==> config.mk <==
export PLATFORM = sky130hd
export DESIGN_NAME = fetch_buffer_flat
export DESIGN_NICKNAME = d
export VERILOG_FILES = /design/src/rtl/fetch_buffer_if.sv /design/src/rtl/fetch_buffer.sv /design/src/flat_wrapper.sv
export SDC_FILE = /design/constraint.sdc
export NUM_CORES = 1
export LEC_CHECK = 0
export CORE_MARGIN = 5
export CORE_UTILIZATION = 60
export DETAILED_ROUTE_END_ITERATION = 7
export GPL_TIMING_DRIVEN = 0
export PLACE_DENSITY = 0.95
export SLEW_MARGIN = 20
export SYNTH_ARGS = -nofsm -noshare
export SYNTH_HDL_FRONTEND = slang
export SYNTH_SLANG_ARGS = --single-unit
==> constraint.sdc <==
create_clock -name clk -period 5.65 [get_ports clk]
set_clock_uncertainty 0.15 [all_clocks]
set_input_delay 0.8475 -clock clk [delete_from_list [all_inputs] [get_ports clk]]
set_output_delay 0.8475 -clock clk [all_outputs]
set_load 0.1 [all_outputs]
==> src/rtl/fetch_buffer_if.sv <==
// Bus between the instruction prefetch queue, InstructionMemory and the IF/ID stage.
// The master side is the fetch buffer. The slave side is the memory/decode environment.
interface fetch_buffer_if #(
  parameter int DEPTH = 4
);
  logic [31:0]            imem_addr;
  logic [31:0]            imem_data;
  logic                   stall;
  logic                   redirect;
  logic [31:0]            redirect_pc;
  logic                   inst_valid;
  logic [31:0]            inst;
  logic [31:0]            inst_pc;
  logic [31:0]            inst_pc4;
  logic [$clog2(DEPTH):0] count;

  modport master (
    output imem_addr, inst_valid, inst, inst_pc, inst_pc4, count,
    input  imem_data, stall, redirect, redirect_pc
  );

  modport slave (
    input  imem_addr, inst_valid, inst, inst_pc, inst_pc4, count,
    output imem_data, stall, redirect, redirect_pc
  );
endinterface

==> src/rtl/fetch_buffer.sv <==
// Instruction prefetch queue. It owns the fetch PC and buffers {inst, pc, pc+4} so that ID stalls lose no fetches.
// A redirect from EX flushes every queued entry and restarts fetch at the word-aligned target.
module fetch_buffer #(
  parameter int          DEPTH    = 4,
  parameter logic [31:0] RESET_PC = 32'h00000000,
  parameter logic [31:0] NOP      = 32'h00000013
) (
  input  logic            clk,
  input  logic            reset,
  fetch_buffer_if.master  bus
);
  localparam int PW = $clog2(DEPTH);
  localparam int CW = PW + 1;

  logic [31:0]   r_fetchPc;
  logic [PW-1:0] r_wrPtr;
  logic [PW-1:0] r_rdPtr;
  logic [CW-1:0] r_count;

  logic [31:0] r_instMem [DEPTH];
  logic [31:0] r_pcMem   [DEPTH];
  logic [31:0] r_pc4Mem  [DEPTH];

  logic        w_full;
  logic        w_valid;
  logic        w_pop;
  logic        w_push;
  logic [31:0] w_fetchPc4;

  assign w_full     = (r_count == CW'(DEPTH));
  assign w_valid    = (r_count != '0);
  assign w_pop      = w_valid & ~bus.stall & ~bus.redirect;
  // A full queue can still accept a fetch when the head leaves in the same cycle.
  assign w_push     = ~bus.redirect & (~w_full | w_pop);
  assign w_fetchPc4 = r_fetchPc + 32'd4;

  always_ff @(posedge clk or posedge reset) begin
    if (reset) begin
      r_fetchPc <= RESET_PC;
      r_wrPtr   <= '0;
      r_rdPtr   <= '0;
      r_count   <= '0;
    end else if (bus.redirect) begin
      r_fetchPc <= {bus.redirect_pc[31:2], 2'b00};
      r_wrPtr   <= '0;
      r_rdPtr   <= '0;
      r_count   <= '0;
    end else begin
      if (w_push) begin
        r_wrPtr   <= r_wrPtr + PW'(1);
        r_fetchPc <= w_fetchPc4;
      end
      if (w_pop) begin
        r_rdPtr <= r_rdPtr + PW'(1);
      end
      if (w_push && !w_pop) begin
        r_count <= r_count + CW'(1);
      end else if (w_pop && !w_push) begin
        r_count <= r_count - CW'(1);
      end
    end
  end

  // Storage is deliberately left out of reset; entries are only observed through inst_valid.
  always_ff @(posedge clk) begin
    if (w_push) begin
      r_instMem[r_wrPtr] <= bus.imem_data;
      r_pcMem[r_wrPtr]   <= r_fetchPc;
      r_pc4Mem[r_wrPtr]  <= w_fetchPc4;
    end
  end

  assign bus.imem_addr  = r_fetchPc;
  assign bus.count      = r_count;
  assign bus.inst_valid = w_valid;
  assign bus.inst       = w_valid ? r_instMem[r_rdPtr] : NOP;
  assign bus.inst_pc    = w_valid ? r_pcMem[r_rdPtr]   : 32'd0;
  assign bus.inst_pc4   = w_valid ? r_pc4Mem[r_rdPtr]  : 32'd0;

endmodule
==> src/flat_wrapper.sv <==
// flat-port wrapper written by rule: the top's interface ports become plain ports
module fetch_buffer_flat 
#(
  parameter int          DEPTH    = 4,
  parameter logic [31:0] RESET_PC = 32'h00000000,
  parameter logic [31:0] NOP      = 32'h00000013
)
  (clk, reset, bus_imem_addr, bus_inst_valid, bus_inst, bus_inst_pc, bus_inst_pc4, bus_count, bus_imem_data, bus_stall, bus_redirect, bus_redirect_pc);
  fetch_buffer_if #(.DEPTH(DEPTH)) bus_i ();
  input  logic clk;
  input  logic reset;
  output wire logic [$bits(bus_i.imem_addr)-1:0] bus_imem_addr;
  output wire logic [$bits(bus_i.inst_valid)-1:0] bus_inst_valid;
  output wire logic [$bits(bus_i.inst)-1:0] bus_inst;
  output wire logic [$bits(bus_i.inst_pc)-1:0] bus_inst_pc;
  output wire logic [$bits(bus_i.inst_pc4)-1:0] bus_inst_pc4;
  output wire logic [$bits(bus_i.count)-1:0] bus_count;
  input wire logic [$bits(bus_i.imem_data)-1:0] bus_imem_data;
  input wire logic [$bits(bus_i.stall)-1:0] bus_stall;
  input wire logic [$bits(bus_i.redirect)-1:0] bus_redirect;
  input wire logic [$bits(bus_i.redirect_pc)-1:0] bus_redirect_pc;
  assign bus_imem_addr = bus_i.imem_addr;
  assign bus_inst_valid = bus_i.inst_valid;
  assign bus_inst = bus_i.inst;
  assign bus_inst_pc = bus_i.inst_pc;
  assign bus_inst_pc4 = bus_i.inst_pc4;
  assign bus_count = bus_i.count;
  assign bus_i.imem_data = bus_imem_data;
  assign bus_i.stall = bus_stall;
  assign bus_i.redirect = bus_redirect;
  assign bus_i.redirect_pc = bus_redirect_pc;
  fetch_buffer #(.DEPTH(DEPTH), .RESET_PC(RESET_PC), .NOP(NOP)) u_core (.clk(clk), .reset(reset), .bus(bus_i));
endmodule
==> report_table.html <==
<table>
<tr><th>Metric</th><th>Value</th></tr>
<tr><th colspan="2">Timing</th></tr>
<tr><td>Achievable Freq</td><td>about 0.18 GHz</td></tr>
<tr><td>Setup_tns</td><td>0 ns</td></tr>
<tr><td>Setup repair after global routing missed its margin</td><td>false</td></tr>
<tr><td>Tmin final</td><td>about 5.6 ns</td></tr>
<tr><td>Setup slack of the critical path after layout</td><td>about 0.06 ns</td></tr>
<tr><td>Number of max-slew violations in the final report</td><td>0</td></tr>
<tr><td>Slew @ Worst Pin</td><td>approximately 1.2 ns</td></tr>
<tr><td>Share of the clock period used by the worst path after layout</td><td>0.9894</td></tr>
<tr><td>Count of final hold-check violations</td><td>0</td></tr>
<tr><td>Count of final setup violators</td><td>0</td></tr>
<tr><td>Slew Limit Headroom</td><td>0.1902</td></tr>
<tr><th colspan="2">Global route</th></tr>
<tr><td>Overflow left after global routing</td><td>0</td></tr>
<tr><td>GRT Total Usage</td><td>0.2497</td></tr>
<tr><td>First-pass GRT wire length</td><td>roughly 60000 um</td></tr>
<tr><td>Largest net degree at the start of global routing</td><td>39</td></tr>
<tr><td>Antenna violations before repair</td><td>1</td></tr>
<tr><td>Number of global-route vias before repair</td><td>~9.9k</td></tr>
<tr><th colspan="2">Finish</th></tr>
<tr><td>Final #Nets</td><td>approximately 1.2k</td></tr>
<tr><td>Register Area</td><td>around 12000 sq um</td></tr>
<tr><td>Synth-to-layout area growth</td><td>22.96%</td></tr>
<tr><td>Number of fill cells</td><td>~1.5k</td></tr>
<tr><td>Filler-free cell count of the finished design</td><td>between 1.5k and 2k</td></tr>
<tr><td>Total non-filler cell area in the finished layout</td><td>~20000 sq um</td></tr>
<tr><td>Multi-input gate area in the final layout</td><td>roughly 4300 sq um</td></tr>
<tr><td>Share of post-route cells with drive strength above 1</td><td>0.1548</td></tr>
<tr><td>Diodes inserted</td><td>0</td></tr>
<tr><th colspan="2">Detailed routing</th></tr>
<tr><td>Routed wire length</td><td>38700 um</td></tr>
<tr><td>Post-DR wirelength/cell</td><td>about 25 um</td></tr>
<tr><td>First-iteration detailed-routing DRC count</td><td>~1.4k</td></tr>
<tr><td>Per-cell via count in the routed design</td><td>between 6 and 7</td></tr>
<tr><td>Number of antenna-violating nets in the routed design</td><td>0</td></tr>
<tr><td>Total via count after detailed routing</td><td>9642</td></tr>
<tr><td>Remaining routing DRC violations</td><td>0</td></tr>
<tr><td>First-pass detailed-route iteration total</td><td>5</td></tr>
<tr><th colspan="2">Pwr</th></tr>
<tr><td>Portion of total power attributed to the clock network</td><td>0.217</td></tr>
<tr><td>Internal power</td><td>around 0.0065 W</td></tr>
<tr><td>Worst supply voltage drop on vdd</td><td>~0.00046 V</td></tr>
<tr><td>Total power after layout</td><td>between 0.01 and 0.015 W</td></tr>
<tr><td>Leakage</td><td>approximately 6.6 nW</td></tr>
<tr><td>Combinational Power Share</td><td>0.460</td></tr>
<tr><td>Net switching share of the total power</td><td>0.4442</td></tr>
<tr><td>Share of total power in sequential cells</td><td>0.323</td></tr>
<tr><td>Power density relative to cell area</td><td>579.1 nW/um^2</td></tr>
<tr><td>P_sw</td><td>~0.0052 W</td></tr>
<tr><th colspan="2">Yosys</th></tr>
<tr><td>Fraction of synthesized area in multiplexers</td><td>0.1258</td></tr>
<tr><td>Cell area after technology mapping</td><td>approximately 17000 sq um</td></tr>
<tr><td>Top-area cell type share of the netlist area</td><td>0.6679</td></tr>
<tr><td>Post-synthesis share of cell area spent on full adders, half adders and majority gates</td><td>0.004991</td></tr>
<tr><td>Number of synthesized register bits</td><td>between 400 and 500</td></tr>
<tr><td>Most used flip-flop cell after synthesis</td><td>sky130_fd_sc_hd__edfxtp_1</td></tr>
<tr><td>Register area share after synthesis</td><td>0.7239</td></tr>
<tr><td>Warnings from Yosys</td><td>0</td></tr>
<tr><td>Share of synthesized registers carrying an async set or reset</td><td>0.09136</td></tr>
<tr><td>Netlist cell types</td><td>45</td></tr>
<tr><td>Synthesized instance count</td><td>between 900 and 1k</td></tr>
<tr><td>Leading area contributor after synthesis</td><td>sky130_fd_sc_hd__edfxtp_1</td></tr>
<tr><td>Post-synth top cells</td><td>sky130_fd_sc_hd__edfxtp_1 (368), sky130_fd_sc_hd__mux4_2 (92), sky130_fd_sc_hd__nor2b_1 (89), sky130_fd_sc_hd__clkbuf_1 (40), sky130_fd_sc_hd__nand2_1 (38)</td></tr>
<tr><td>Largest cells by area after synthesis</td><td>sky130_fd_sc_hd__edfxtp_1 (67%), sky130_fd_sc_hd__mux4_2 (13%), sky130_fd_sc_hd__dfrtp_1 (5.6%)</td></tr>
<tr><td>Compound-Gate Fraction of Synth Area</td><td>0.01906</td></tr>
<tr><td>Dominant combinational cell family by area after synthesis</td><td>multiplexers</td></tr>
<tr><td>Syn_area_per_cell</td><td>about 18 sq um</td></tr>
<tr><td>Leading cell type by number of instances after synthesis</td><td>sky130_fd_sc_hd__edfxtp_1</td></tr>
<tr><td>Xor/xnor share of the synthesized area</td><td>0.02170</td></tr>
<tr><td>Simple-gate portion of the synthesized area</td><td>0.08561</td></tr>
<tr><td>EDFF count, synth</td><td>about 370</td></tr>
<tr><th colspan="2">Placed design</th></tr>
<tr><td>Placement-stage cell area</td><td>~19000 sq um</td></tr>
<tr><td>Pre-CTS setup slack</td><td>~0.74 ns</td></tr>
<tr><td>Final weighted congestion in routability-driven placement</td><td>roughly 0.89</td></tr>
<tr><td>Estimated wirelength of the detail-placed design</td><td>25280 um</td></tr>
<tr><td>Number of cells after detailed placement</td><td>roughly 1.5k</td></tr>
<tr><td>Count of port buffers added during placement</td><td>around 190</td></tr>
<tr><th colspan="2">Setup path</th></tr>
<tr><td>Delay of the slowest cell on the worst path</td><td>1.00 ns</td></tr>
<tr><td>Cell count along the critical path</td><td>5</td></tr>
<tr><td>Type of element capturing the critical path</td><td>output port</td></tr>
<tr><td>Startpoint type of the worst setup path</td><td>register</td></tr>
<tr><td>Combined buffer and inverter count along the critical path</td><td>3</td></tr>
<tr><td>Required time of the critical path</td><td>around 4.7 ns</td></tr>
<tr><td>Worst path arrival time</td><td>between 4 and 5 ns</td></tr>
<tr><td>Crit path cell chain</td><td>nor3_1 -&gt; clkbuf_1 -&gt; clkbuf_1 -&gt; nor2b_1 -&gt; clkdlybuf4s50_1</td></tr>
<tr><td>Worst reg2reg path startpoint</td><td>u_core.bus.count[1]</td></tr>
<tr><td>Critical Path Source</td><td>u_core.bus.count[1]</td></tr>
<tr><td>Worst-path maximum fanout</td><td>10</td></tr>
<tr><td>Slowest library cell on the worst path</td><td>sky130_fd_sc_hd__clkdlybuf4s50_1</td></tr>
<tr><td>Setup CP Type</td><td>register to output port</td></tr>
<tr><td>Most used cell, CP</td><td>sky130_fd_sc_hd__clkbuf_1</td></tr>
<tr><td>Worst Reg2Reg Path Length in Cells</td><td>8</td></tr>
<tr><td>Gate family responsible for the most delay along the worst path</td><td>buffers and inverters</td></tr>
<tr><th colspan="2">CTS</th></tr>
<tr><td>Number of buffers created by CTS</td><td>39</td></tr>
<tr><td>Number of post-CTS setup repair buffers</td><td>0</td></tr>
<tr><td>Clock H-tree levels</td><td>2</td></tr>
<tr><td>Post-CTS Hold Fix Bufs</td><td>0</td></tr>
<tr><td>Maximum count of clock buffers along a single path</td><td>3</td></tr>
<tr><td>Clock Root Buffer</td><td>sky130_fd_sc_hd__clkbuf_16</td></tr>
<tr><td>CTS tree</td><td>yes</td></tr>
<tr><td>Worst-Skew Late Latency</td><td>~0.52 ns</td></tr>
<tr><td>CTS sink count</td><td>a little over 400</td></tr>
<tr><td>Clock-pin slew on the worst setup and hold paths</td><td>0.06 ns</td></tr>
<tr><td>Total of cells resized after clock tree synthesis</td><td>0</td></tr>
<tr><th colspan="2">Floorplan</th></tr>
<tr><td>Die Footprint</td><td>31000 sq um</td></tr>
<tr><td>Floorplan Core Area</td><td>27030 sq um</td></tr>
<tr><td>Rows</td><td>60</td></tr>
<tr><td>Starting utilization of the core area</td><td>0.6122</td></tr>
<tr><td>Vertical die dimension</td><td>about 180 um</td></tr>
<tr><td>Die boundary width</td><td>between 150 and 200 um</td></tr>
<tr><td>Total I/O pin count</td><td>200</td></tr>
<tr><th colspan="2">Worst hold path</th></tr>
<tr><td>Worst hold-check path type</td><td>input pin to async pin</td></tr>
<tr><th colspan="2">Status</th></tr>
<tr><td>Outcome</td><td>complete, no violations</td></tr>
<tr><th colspan="2">Job</th></tr>
<tr><td>Number of max-capacitance violations reported</td><td>0</td></tr>
</table>
[cells by family after synthesis]
kind of cell	count (synthesis)
mux	93
fa+ha+maj	6
compound gates	48
other cells	1
xor+xnor	41
simple gates	251
flops	405
buf+inv	71
[worst paths after layout]
kind / to / slack (ns)
worst max-delay path: bus_inst_pc[6] / 0.06
worst min-delay path: u_core.bus.imem_addr[3] / 0.42
worst max register to register: u_core.bus.count[2] / 1.91
worst min register to register: u_core.r_pcMem[1][15] / 0.43
max in group asynchronous: u_core.bus.imem_addr[27] / 4.50
min in group clk: u_core.r_pcMem[1][15] / 0.43
[flip-flops by register name, indices dropped and copies added (netlist names)]
| signal | cells |
|---|---|
| u_core.r_wrPtr | 2 |
| u_core.bus.imem_addr | 30 |
| u_core.bus.count | 3 |
| u_core.r_pcMem | 120 |
| u_core.r_rdPtr | 2 |
| u_core.r_pc4Mem | 120 |
| u_core.r_instMem | 128 |
[metal layers]
metal  GRT usage  share of wire
met1      0.3366           0.37
met2      0.4079           0.49
met3     0.05418          0.095
met4     0.09357          0.037
met5           0        0.00034
[cell usage in the layout (no fill, tap or decap), types with 5 or more instances in the layout]
cell type	count
sky130_fd_sc_hd__a31oi_1	11
sky130_fd_sc_hd__and4_1	5
sky130_fd_sc_hd__buf_12	9
sky130_fd_sc_hd__buf_2	10
sky130_fd_sc_hd__buf_4	6
sky130_fd_sc_hd__clkbuf_1	52
sky130_fd_sc_hd__clkbuf_16	41
sky130_fd_sc_hd__clkdlybuf4s50_1	189
sky130_fd_sc_hd__clkinv_2	6
sky130_fd_sc_hd__conb_1	6
sky130_fd_sc_hd__dfrtp_1	37
sky130_fd_sc_hd__edfxtp_1	368
sky130_fd_sc_hd__ha_1	5
sky130_fd_sc_hd__inv_1	9
sky130_fd_sc_hd__mux4_2	92
sky130_fd_sc_hd__nand2_1	38
sky130_fd_sc_hd__nand3_1	25
sky130_fd_sc_hd__nand4_1	14
sky130_fd_sc_hd__nor2_1	34
sky130_fd_sc_hd__nor2b_1	89
sky130_fd_sc_hd__nor3_1	8
sky130_fd_sc_hd__o21ai_0	14
sky130_fd_sc_hd__o311ai_0	5
sky130_fd_sc_hd__o31ai_1	10
sky130_fd_sc_hd__or4_1	13
sky130_fd_sc_hd__xnor2_1	26
sky130_fd_sc_hd__xor2_1	15
[area by class of cell]
cell class              instances  area share
clock inverters                14    0.007011
inverters                      10    0.001845
repair buffers                198      0.1019
multi-input cells             445      0.2116
clock buffers                  56     0.05468
flip-flops and latches        405      0.5887
plain buffers                  61     0.01335
well taps                     341     0.02097
[power by group through the flow]
stage / Sequential (W) / Combinational (W) / Clock (W)
3_5_place_dp: 0.00386 / 0.00544 / 0
3_3_place_gp: 0.00387 / 0.00534 / 0
6_report: 0.00380 / 0.00542 / 0.00256
4_1_cts: 0.00380 / 0.00546 / 0.00258
5_1_grt: 0.00382 / 0.00561 / 0.00272
2_1_floorplan: 0.00405 / 0.00392 / 0
[metrics by stage]
step                utilization  hold WS, ns
global placement         0.6987       0.3932
finish                   0.7527       0.4175
floorplan                     -       0.3881
CTS                      0.7527       0.4067
global route             0.7527       0.4394
detailed placement       0.7063       0.4176
Note: power is estimated with default switching activity, not from simulation.
